--- src/rtl/uart_tx_arb_pkg.sv ---
// Shared types and helpers for the round-robin UART transmit arbiter.
// Used by rr_pick and uart_tx_arb.
package uart_tx_arb_pkg;

    localparam int BYTE_W = 8;

    typedef enum logic [1:0] {
        IDLE      = 2'd0,
        LAUNCH    = 2'd1,
        WAIT_BUSY = 2'd2,
        WAIT_DONE = 2'd3
    } arb_state_e;

    // Index width for n requesters; never narrower than one bit.
    function automatic int idx_w(input int n);
        return (n > 1) ? $clog2(n) : 1;
    endfunction

endpackage

--- src/rtl/rr_pick.sv ---
// Combinational round-robin selector: first set request scanning upward
// from ptr+1 (mod NREQ). The index is meaningful only when valid=1.
module rr_pick
    import uart_tx_arb_pkg::*;
#(
    parameter  int NREQ  = 4,
    localparam int IDX_W = idx_w(NREQ)
) (
    input  logic [NREQ-1:0]  req,
    input  logic [IDX_W-1:0] ptr,
    output logic             valid,
    output logic [IDX_W-1:0] idx
);

    logic [IDX_W-1:0] cand [NREQ];
    logic [NREQ-1:0]  hit;

    // cand[k] is the requester checked k-th after ptr; ptr+k+1 < 2*NREQ so one subtraction wraps it.
    genvar gi;
    generate
        for (gi = 0; gi < NREQ; gi++) begin : g_cand
            logic [IDX_W:0] sum;
            assign sum       = {1'b0, ptr} + (IDX_W+1)'(gi + 1);
            assign cand[gi]  = (sum >= (IDX_W+1)'(NREQ)) ? IDX_W'(sum - (IDX_W+1)'(NREQ))
                                                         : sum[IDX_W-1:0];
            assign hit[gi]   = req[cand[gi]];
        end
    endgenerate

    always_comb begin
        valid = |hit;
        idx   = '0;
        for (int i = NREQ - 1; i >= 0; i--) begin
            if (hit[i]) begin
                idx = cand[i];
            end
        end
    end

endmodule

--- src/rtl/uart_tx_arb.sv ---
// Round-robin arbiter sharing one uart_tx among NREQ byte requesters.
// Optional UART_TX_ARB_LOCK_EN adds a per-requester lock input that pins ownership.
module uart_tx_arb
    import uart_tx_arb_pkg::*;
#(
    parameter  int NREQ     = 4,
    parameter  int BUSY_TMO = 16,
    localparam int IDX_W    = idx_w(NREQ)
) (
    input  logic                          clk,
    input  logic                          rst,
    input  logic [NREQ-1:0]               req,
    input  logic [NREQ-1:0][BYTE_W-1:0]   req_data,
`ifdef UART_TX_ARB_LOCK_EN
    input  logic [NREQ-1:0]               lock,
`endif
    output logic [NREQ-1:0]               ack,
    output logic                          tx_en,
    output logic [BYTE_W-1:0]             tx_data,
    input  logic                          tx_busy,
    output logic [IDX_W-1:0]              grant_id,
    output logic                          active,
    output logic                          tmo_err
);

    localparam int         CNT_W        = $clog2(BUSY_TMO + 1);
    localparam logic [1:0] ST_IDLE      = IDLE;
    localparam logic [1:0] ST_LAUNCH    = LAUNCH;
    localparam logic [1:0] ST_WAIT_BUSY = WAIT_BUSY;
    localparam logic [1:0] ST_WAIT_DONE = WAIT_DONE;

    logic [1:0]        state_reg, state_next;
    logic [IDX_W-1:0]  ptr_reg;
    logic [IDX_W-1:0]  grant_reg;
    logic [BYTE_W-1:0] data_reg;
    logic              active_reg;
    logic              tmo_reg;
    logic [CNT_W-1:0]  cnt_reg;

    logic              pick_valid;
    logic [IDX_W-1:0]  pick_idx;
    logic              win_valid;
    logic [IDX_W-1:0]  win_idx;
    logic              arb_go;
    logic              tmo_hit;

`ifdef UART_TX_ARB_LOCK_EN
    logic              owner_vld_reg;
`endif

    rr_pick #(
        .NREQ (NREQ)
    ) u_pick (
        .req   (req),
        .ptr   (ptr_reg),
        .valid (pick_valid),
        .idx   (pick_idx)
    );

    // A locked owner overrides round-robin and blocks others even with its req low.
    always_comb begin
        win_valid = pick_valid;
        win_idx   = pick_idx;
`ifdef UART_TX_ARB_LOCK_EN
        if (owner_vld_reg && lock[grant_reg]) begin
            win_valid = req[grant_reg];
            win_idx   = grant_reg;
        end
`endif
    end

    assign arb_go  = (state_reg == ST_IDLE) && win_valid && !tx_busy;
    assign tmo_hit = (state_reg == ST_WAIT_BUSY) && !tx_busy
                     && (cnt_reg == CNT_W'(BUSY_TMO - 1));

    always_comb begin
        state_next = state_reg;
        case (state_reg)
            ST_IDLE: begin
                if (arb_go) begin
                    state_next = ST_LAUNCH;
                end
            end
            ST_LAUNCH: begin
                state_next = ST_WAIT_BUSY;
            end
            ST_WAIT_BUSY: begin
                if (tx_busy) begin
                    state_next = ST_WAIT_DONE;
                end else if (tmo_hit) begin
                    state_next = ST_IDLE;
                end
            end
            ST_WAIT_DONE: begin
                if (!tx_busy) begin
                    state_next = ST_IDLE;
                end
            end
            default: begin
                state_next = ST_IDLE;
            end
        endcase
    end

    // cnt_reg counts cycles since the launch strobe; zero during LAUNCH itself.
    always_ff @(posedge clk or negedge rst) begin
        if (!rst) begin
            state_reg  <= ST_IDLE;
            ptr_reg    <= IDX_W'(NREQ - 1);
            grant_reg  <= '0;
            data_reg   <= '0;
            active_reg <= 1'b0;
            tmo_reg    <= 1'b0;
            cnt_reg    <= '0;
        end else begin
            state_reg <= state_next;
            if (arb_go) begin
                data_reg   <= req_data[win_idx];
                grant_reg  <= win_idx;
                ptr_reg    <= win_idx;
                active_reg <= 1'b1;
                cnt_reg    <= '0;
            end else begin
                if (state_reg != ST_IDLE && state_next == ST_IDLE) begin
                    active_reg <= 1'b0;
                end
                if (state_reg == ST_LAUNCH || (state_reg == ST_WAIT_BUSY && !tx_busy)) begin
                    cnt_reg <= cnt_reg + CNT_W'(1);
                end
            end
            if (tmo_hit) begin
                tmo_reg <= 1'b1;
            end
        end
    end

`ifdef UART_TX_ARB_LOCK_EN
    always_ff @(posedge clk or negedge rst) begin
        if (!rst) begin
            owner_vld_reg <= 1'b0;
        end else if (arb_go) begin
            owner_vld_reg <= 1'b1;
        end
    end
`endif

    always_comb begin
        ack = '0;
        if (state_reg == ST_LAUNCH) begin
            ack[grant_reg] = 1'b1;
        end
    end

    assign tx_en    = (state_reg == ST_LAUNCH);
    assign tx_data  = data_reg;
    assign grant_id = grant_reg;
    assign active   = active_reg;
    assign tmo_err  = tmo_reg;

endmodule

--- config.mk ---
export PLATFORM = sky130hd
export DESIGN_NAME = uart_tx_arb
export DESIGN_NICKNAME = d
export VERILOG_FILES = /design/src/rtl/uart_tx_arb_pkg.sv /design/src/rtl/rr_pick.sv /design/src/rtl/uart_tx_arb.sv
export SDC_FILE = /design/constraint.sdc
export NUM_CORES = 1
export LEC_CHECK = 0
export CAP_MARGIN = 10
export CORE_MARGIN = 4
export CORE_UTILIZATION = 58
export CTS_BUF_LIST = sky130_fd_sc_hd__clkbuf_2
export CTS_CLUSTER_DIAMETER = 120
export DETAILED_ROUTE_END_ITERATION = 6
export DONT_BUFFER_PORTS = 1
export GPL_TIMING_DRIVEN = 0
export PLACE_DENSITY = 0.78
export SYNTH_ARGS = -nofsm -noshare
export SYNTH_HDL_FRONTEND = slang
export SYNTH_HIERARCHICAL = 1
export SYNTH_SLANG_ARGS = --single-unit
--- constraint.sdc ---
create_clock -name clk -period 3.74 [get_ports clk]
set_clock_uncertainty 0.05 [all_clocks]
set_input_delay 0.748 -clock clk [delete_from_list [all_inputs] [get_ports clk]]
set_output_delay 0.748 -clock clk [all_outputs]
set_load 0.005 [all_outputs]
# Word-level counts from Yosys, hierarchy flattened
# Index checks and enable logic that the tools add are counted.
# W data, S select, Z words.
[totals]
reg_bits = 21
out_inout_bits = 17
wordCells = 75
[classes]
magnitude_cmp = 11
addsub = 9
n_reduce_logical = 14
muxes = 30
eq_ne = 4
[ops]
columns = ["op", "n"]
rows = [
  ["$mux W2", 12],
  ["$lt A2 B3 Y1 const B", 6],
  ["$bmux W8 S2", 1],
  ["$ge A3 B3 Y1 const B", 4],
  ["$mux W5", 2],
  ["$bmux W1 S2", 4],
  ["$mux W8", 1],
  ["$pmux W2 S4", 1],
  ["$sub A2 B1 Y2 const B", 4],
  ["$mux W1", 7],
  ["$add A2 B2 Y3 const B", 2],
  ["$logic_and A1 B1 Y1", 6],
  ["$reduce_bool A2 Y1", 3],
  ["$add A5 B1 Y5 const B", 1],
  ["$eq A5 B4 Y1 const B", 1],
  ["$eq A2 B2 Y1 const B", 2],
  ["$logic_not A2 Y1", 2],
  ["$mux W4", 1],
  ["$reduce_or A4 Y1", 1],
  ["$add A2 B1 Y3 const B", 1],
  ["$add A2 B3 Y3 const B", 1],
  ["$demux W1 S2", 1],
  ["$eq A2 B1 Y1 const B", 1],
  ["$ge A2 B1 Y1 const B", 1],
  ["other kinds (2)", 2],
]

# Logic depth before layout (Yosys ltp)
[logic_depth]
ltp_word = 14
ltp_mapped = 7
mapped_depth_nobuf = 6

# By module
# The synthesis kept the hierarchy.
[modules_own_cells]
columns = ["module", "seq_area_each_um2", "n_inst", "cells_per_inst", "area_per_inst_um2"]
rows = [
  ["uart_tx_arb", 528.0, 1, 106, 1209.9],
  ["rr_pick", 0.0, 1, 14, 91.3],
]

# Least setup slack after synthesis
# Ideal clock, no wire load.
[synth_timing]
kind = "input port to flip-flop"
from = "in req[2]"
to = "reg data_reg[5] (netlist: tx_data[5])"
t_required_ns = 3.565
slack_ns = 1.498
n_path_buf = 1
arrival_time_ns = 2.067
setup_ns = 0.125
path_stages = 6
cell_sequence = "and2b_1 -> a21oi_2 -> o221ai_2 -> buf_6 -> mux4_2 -> mux2_4"
[synth_between]
elab_chain_len = 8
[synth_lines]
columns = ["element", "line_no", "source"]
rows = [
  ["from (decl)", "uart_tx_arb.sv:12", "input logic [NREQ-1:0] req,"],
  ["$bmux W1 S2", "rr_pick.sv:26", "assign hit[gi] = req[cand[gi]];"],
  ["$mux W1 (not written as such)", "rr_pick.sv:26", ""],
  ["$mux W2 (3 in a row)", "rr_pick.sv:34", "if (hit[i]) begin"],
  ["$mux W2 *", "rr_pick.sv:34", ""],
  ["named net pick_idx[0]", "uart_tx_arb.sv:41", "logic [IDX_W-1:0] pick_idx;"],
  ["$bmux W8 S2 *", "uart_tx_arb.sv:118", "data_reg <= req_data[win_idx];"],
  ["$mux W8 (not written as such) *", "uart_tx_arb.sv:118", ""],
  ["to (signal assigned)", "uart_tx_arb.sv:118", ""],
  ["to (decl)", "uart_tx_arb.sv:35", "logic [BYTE_W-1:0] data_reg;"],
]
# Mark *: on every way through the listed nets, which the timed path passes. The rest lies on a longest branch. The select of a mux whose other input is x is not followed.
# A chain may end at the register's enable or synchronous reset.

# Worst setup path after layout
[layout_timing]
from = "reg state_reg[1]"
to = "out ack[2]"
[layout_between]
elab_chain_len = 2
[layout_lines]
columns = ["element", "line_no", "source"]
rows = [
  ["from (decl)", "uart_tx_arb.sv:32", "logic [1:0] state_reg, state_next;"],
  ["from (signal assigned)", "uart_tx_arb.sv:116", "state_reg <= state_next;"],
  ["$eq A2 B1 Y1", "-", ""],
  ["named net tx_en", "uart_tx_arb.sv:18", "output logic tx_en,"],
  ["$mux W4", "uart_tx_arb.sv:149", "if (state_reg == ST_LAUNCH) begin"],
  ["to (decl)", "uart_tx_arb.sv:17", "output logic [NREQ-1:0] ack,"],
]
# The timed path passes the listed nets, and every way through them passes these cells.

==> impl_metrics.py <==
metrics = {
    "finish": {
        "nets": 167,
        "seqCellArea_um2": 528.0,
        "finish.utilization_pct": 66.85,
        "area_delta_synth_final_pct": 4.904,
        "diodes": 0,
        "multi_input_area_um2": 708.2,
        "layout-drive-gt1-share_pct": 25.60,
        "mostFrequentLayoutCells": "19 x dfrtp_1, 13 x nor2_1, 10 x nand2_1",
        "instances_no_fill": 152,
        "largest_register_ffs": 8,
        "final_common_cell": "dfrtp_1",
        "nFillCells": 177,
    },
    "worst_setup_path": {
        "cp.arrival_ps": 1440,
        "cp_max_fo": 5,
        "cpPeakStageDelay_ps": 480,
        "worstSetupStartpointType": "flip-flop",
        "worst_path_max_delay_cell": "dfrtp_1",
        "cp-end-kind": "output port",
        "ff2ff_path_depth": 6,
        "critPathRequiredTime_ps": 2940,
        "r2r-start": "ptr_reg[1]",
        "r2r-end": "tx_data[5]",
        "crit_chain": "nand2b_1 > inv_1 > nand2_1 > nor2_1",
        "rrSetupSlack_ps": 1640,
        "critPathKind": "flip-flop to output port",
    },
    "clock_tree": {
        "post_cts_buffers": 0,
        "clockBufferDepth": 2,
        "clock-sinks": 21,
        "root_buffer": "clkbuf_2",
        "cts-htree-levels": 1,
        "clkSlewWorstSetupHoldPaths_ps": 210,
        "clk-insertion-delay-late_ps": 310,
        "cts_tree": "done",
        "cts_made_buffers": 3,
    },
    "die": {
        "core_um2": 2042,
        "start_util_pct": 63.73,
        "dieArea_um2": 3065,
        "fp.dieW_um": 55.37,
        "die_h_um": 55.37,
        "row_count": 16,
        "pin_count": 56,
    },
    "timing": {
        "fin_crit_sh_pct": 59.71,
        "setup_viol": 0,
        "rsz0062_at_grt": "false",
        "finalHoldViolCount": 0,
        "timing.setup.tns_ps": 0,
        "maxSlewHeadroom_pct": 43.20,
        "max_freq_mhz": 447.8,
        "slew_viol_final": 0,
        "hold_ws_ps": 195.6,
        "min_period_ps": 2233,
        "worst_slew_pin_slew_ps": 849.1,
    },
    "grt": {
        "grt_max_degree": 22,
        "grt_pass1_wl_um": 4526,
        "first_global_vias": 989,
        "grt-ovfl-total": 0,
        "grt_usage_pct": 17.81,
        "antenna_found_initial": 0,
    },
    "flow_run": {
        "maxCapViolCount": 0,
    },
    "placement": {
        "portBuffers": 0,
        "placed_cells": 147,
        "place.gp.congestion": 0.8652,
        "dp_hpwl_um": 2049,
    },
    "power": {
        "vdd_drop_max_uv": 395.9,
        "finalPower_mw": 1.003,
        "cellLeakagePower_nw": 0.5989,
        "p_per_area_nw_per_um2": 735.0,
    },
    "logic_synthesis": {
        "syn-num-nets": 161,
        "syn_avg_cell_area_um2": 10.84,
        "synth_cell_type_count": 34,
        "yosysSeqAreaShare_pct": 40.58,
        "yosysWarnings": 6,
        "synth_edf_count": 0,
        "synth_seq_cells": 21,
        "syn_area_um2": 1301,
        "async_flop_share_pct": 100.0,
        "synth_cells": 120,
        "synth_flop_cell": "dfrtp_1",
    },
    "route": {
        "drc": 0,
        "routedWlPerCell_um": 16.88,
        "dr.pass1.iters": 4,
        "vias": 929,
        "dr.first_iter.drc_count": 17,
        "postRouteAntennaNets": 0,
        "drt-total-wl_um": 2565,
        "viasPerCell": 6.112,
    },
    "worst_hold_path": {
        "hold_path_class": "primary input to async pin",
    },
    "run_status": {
        "outcome": "complete, no violations",
    },
}
-- stage by stage --
| stage | instance area, um^2 | worst slack, ps |
|---|---|---|
| after floorplan | 1301 | 1498 |
| after global placement | 1335 | 1448 |
| after detailed placement | 1335 | 1405 |
| after CTS | 1355 | 1482 |
| after global routing | 1365 | 1377 |
| final | 1365 | 1507 |
-- cells in the mapped netlist (all sizes together), types with 3 or more instances --
cell    count  share of area, %
dfrtp      19                37
nor2       13               3.8
nand2      10               2.9
inv         9               2.6
mux2        9               8.1
mux4        8                14
o21ai       8               3.1
a21oi       7               3.0
nand2b      6               3.5
nor3        4               2.4
buf         3               1.8
-- routing by layer --
metal	part of all wire, %	track usage (%)	wire (um)
met1	40	22.05	1038
met2	49	29.39	1256
met3	9.5	6.061	244
met4	0.97	5.208	25
met5	0	0	0
-- worst max-delay path, delay by kind of cell (launching register included) --
kind                   cells  cell delay, ps
buffers and inverters      1             180
flip-flops                 1             480
AND/OR/NAND/NOR            3             460
-- repair_timing --
item | in CTS | in global routing
hold buffers | 0 | 1
setup endpoints to repair | 0 | 0
endpoints found under the hold margin | 0 | 19
gates resized for setup | 0 | 0
-- power by group --
part / switching, mW / internal, mW
sequential: 0.117 / 0.339
clock: 0.0689 / 0.0243
combinational: 0.211 / 0.243
total: 0.397 / 0.606
-- layout make-up --
class | instances | share of cell area [%]
sequential | 21 | 38.68
multi-input combinational | 85 | 51.88
tap | 27 | 2.475
clock buffer | 3 | 1.100
timing repair buffer | 1 | 0.7333
buffer | 5 | 2.291
clock inverter | 1 | 0.3666
inverter | 9 | 2.475
-- worst max path at each step --
| stage | startpoint | end | cells past startpoint |
|---|---|---|---|
| after global routing | state_reg[1] | ack[3] | 4 |
| after CTS | state_reg[1] | ack[2] | 4 |
| final | state_reg[1] | ack[2] | 4 |
| after floorplan | req[2] | tx_data[5] | 6 |
| after global placement | req[2] | tx_data[7] | 6 |
| after detailed placement | req[2] | tx_data[5] | 6 |
-- cell families (layout without fill, tap and decap cells) --
logic type	count (synthesis)	after routing	share of synthesized area (%)
adder cells (fa/ha/maj)	2	2	1.923
multiplexers	19	19	23.46
AND/OR/NAND/NOR	36	36	14.23
buffers and inverters	14	19	5.000
AO/OA/AOI/OAI	27	27	14.13
XOR/XNOR	1	1	0.6732
flip-flops	21	21	40.58
(Power assumes the default switching activity.)
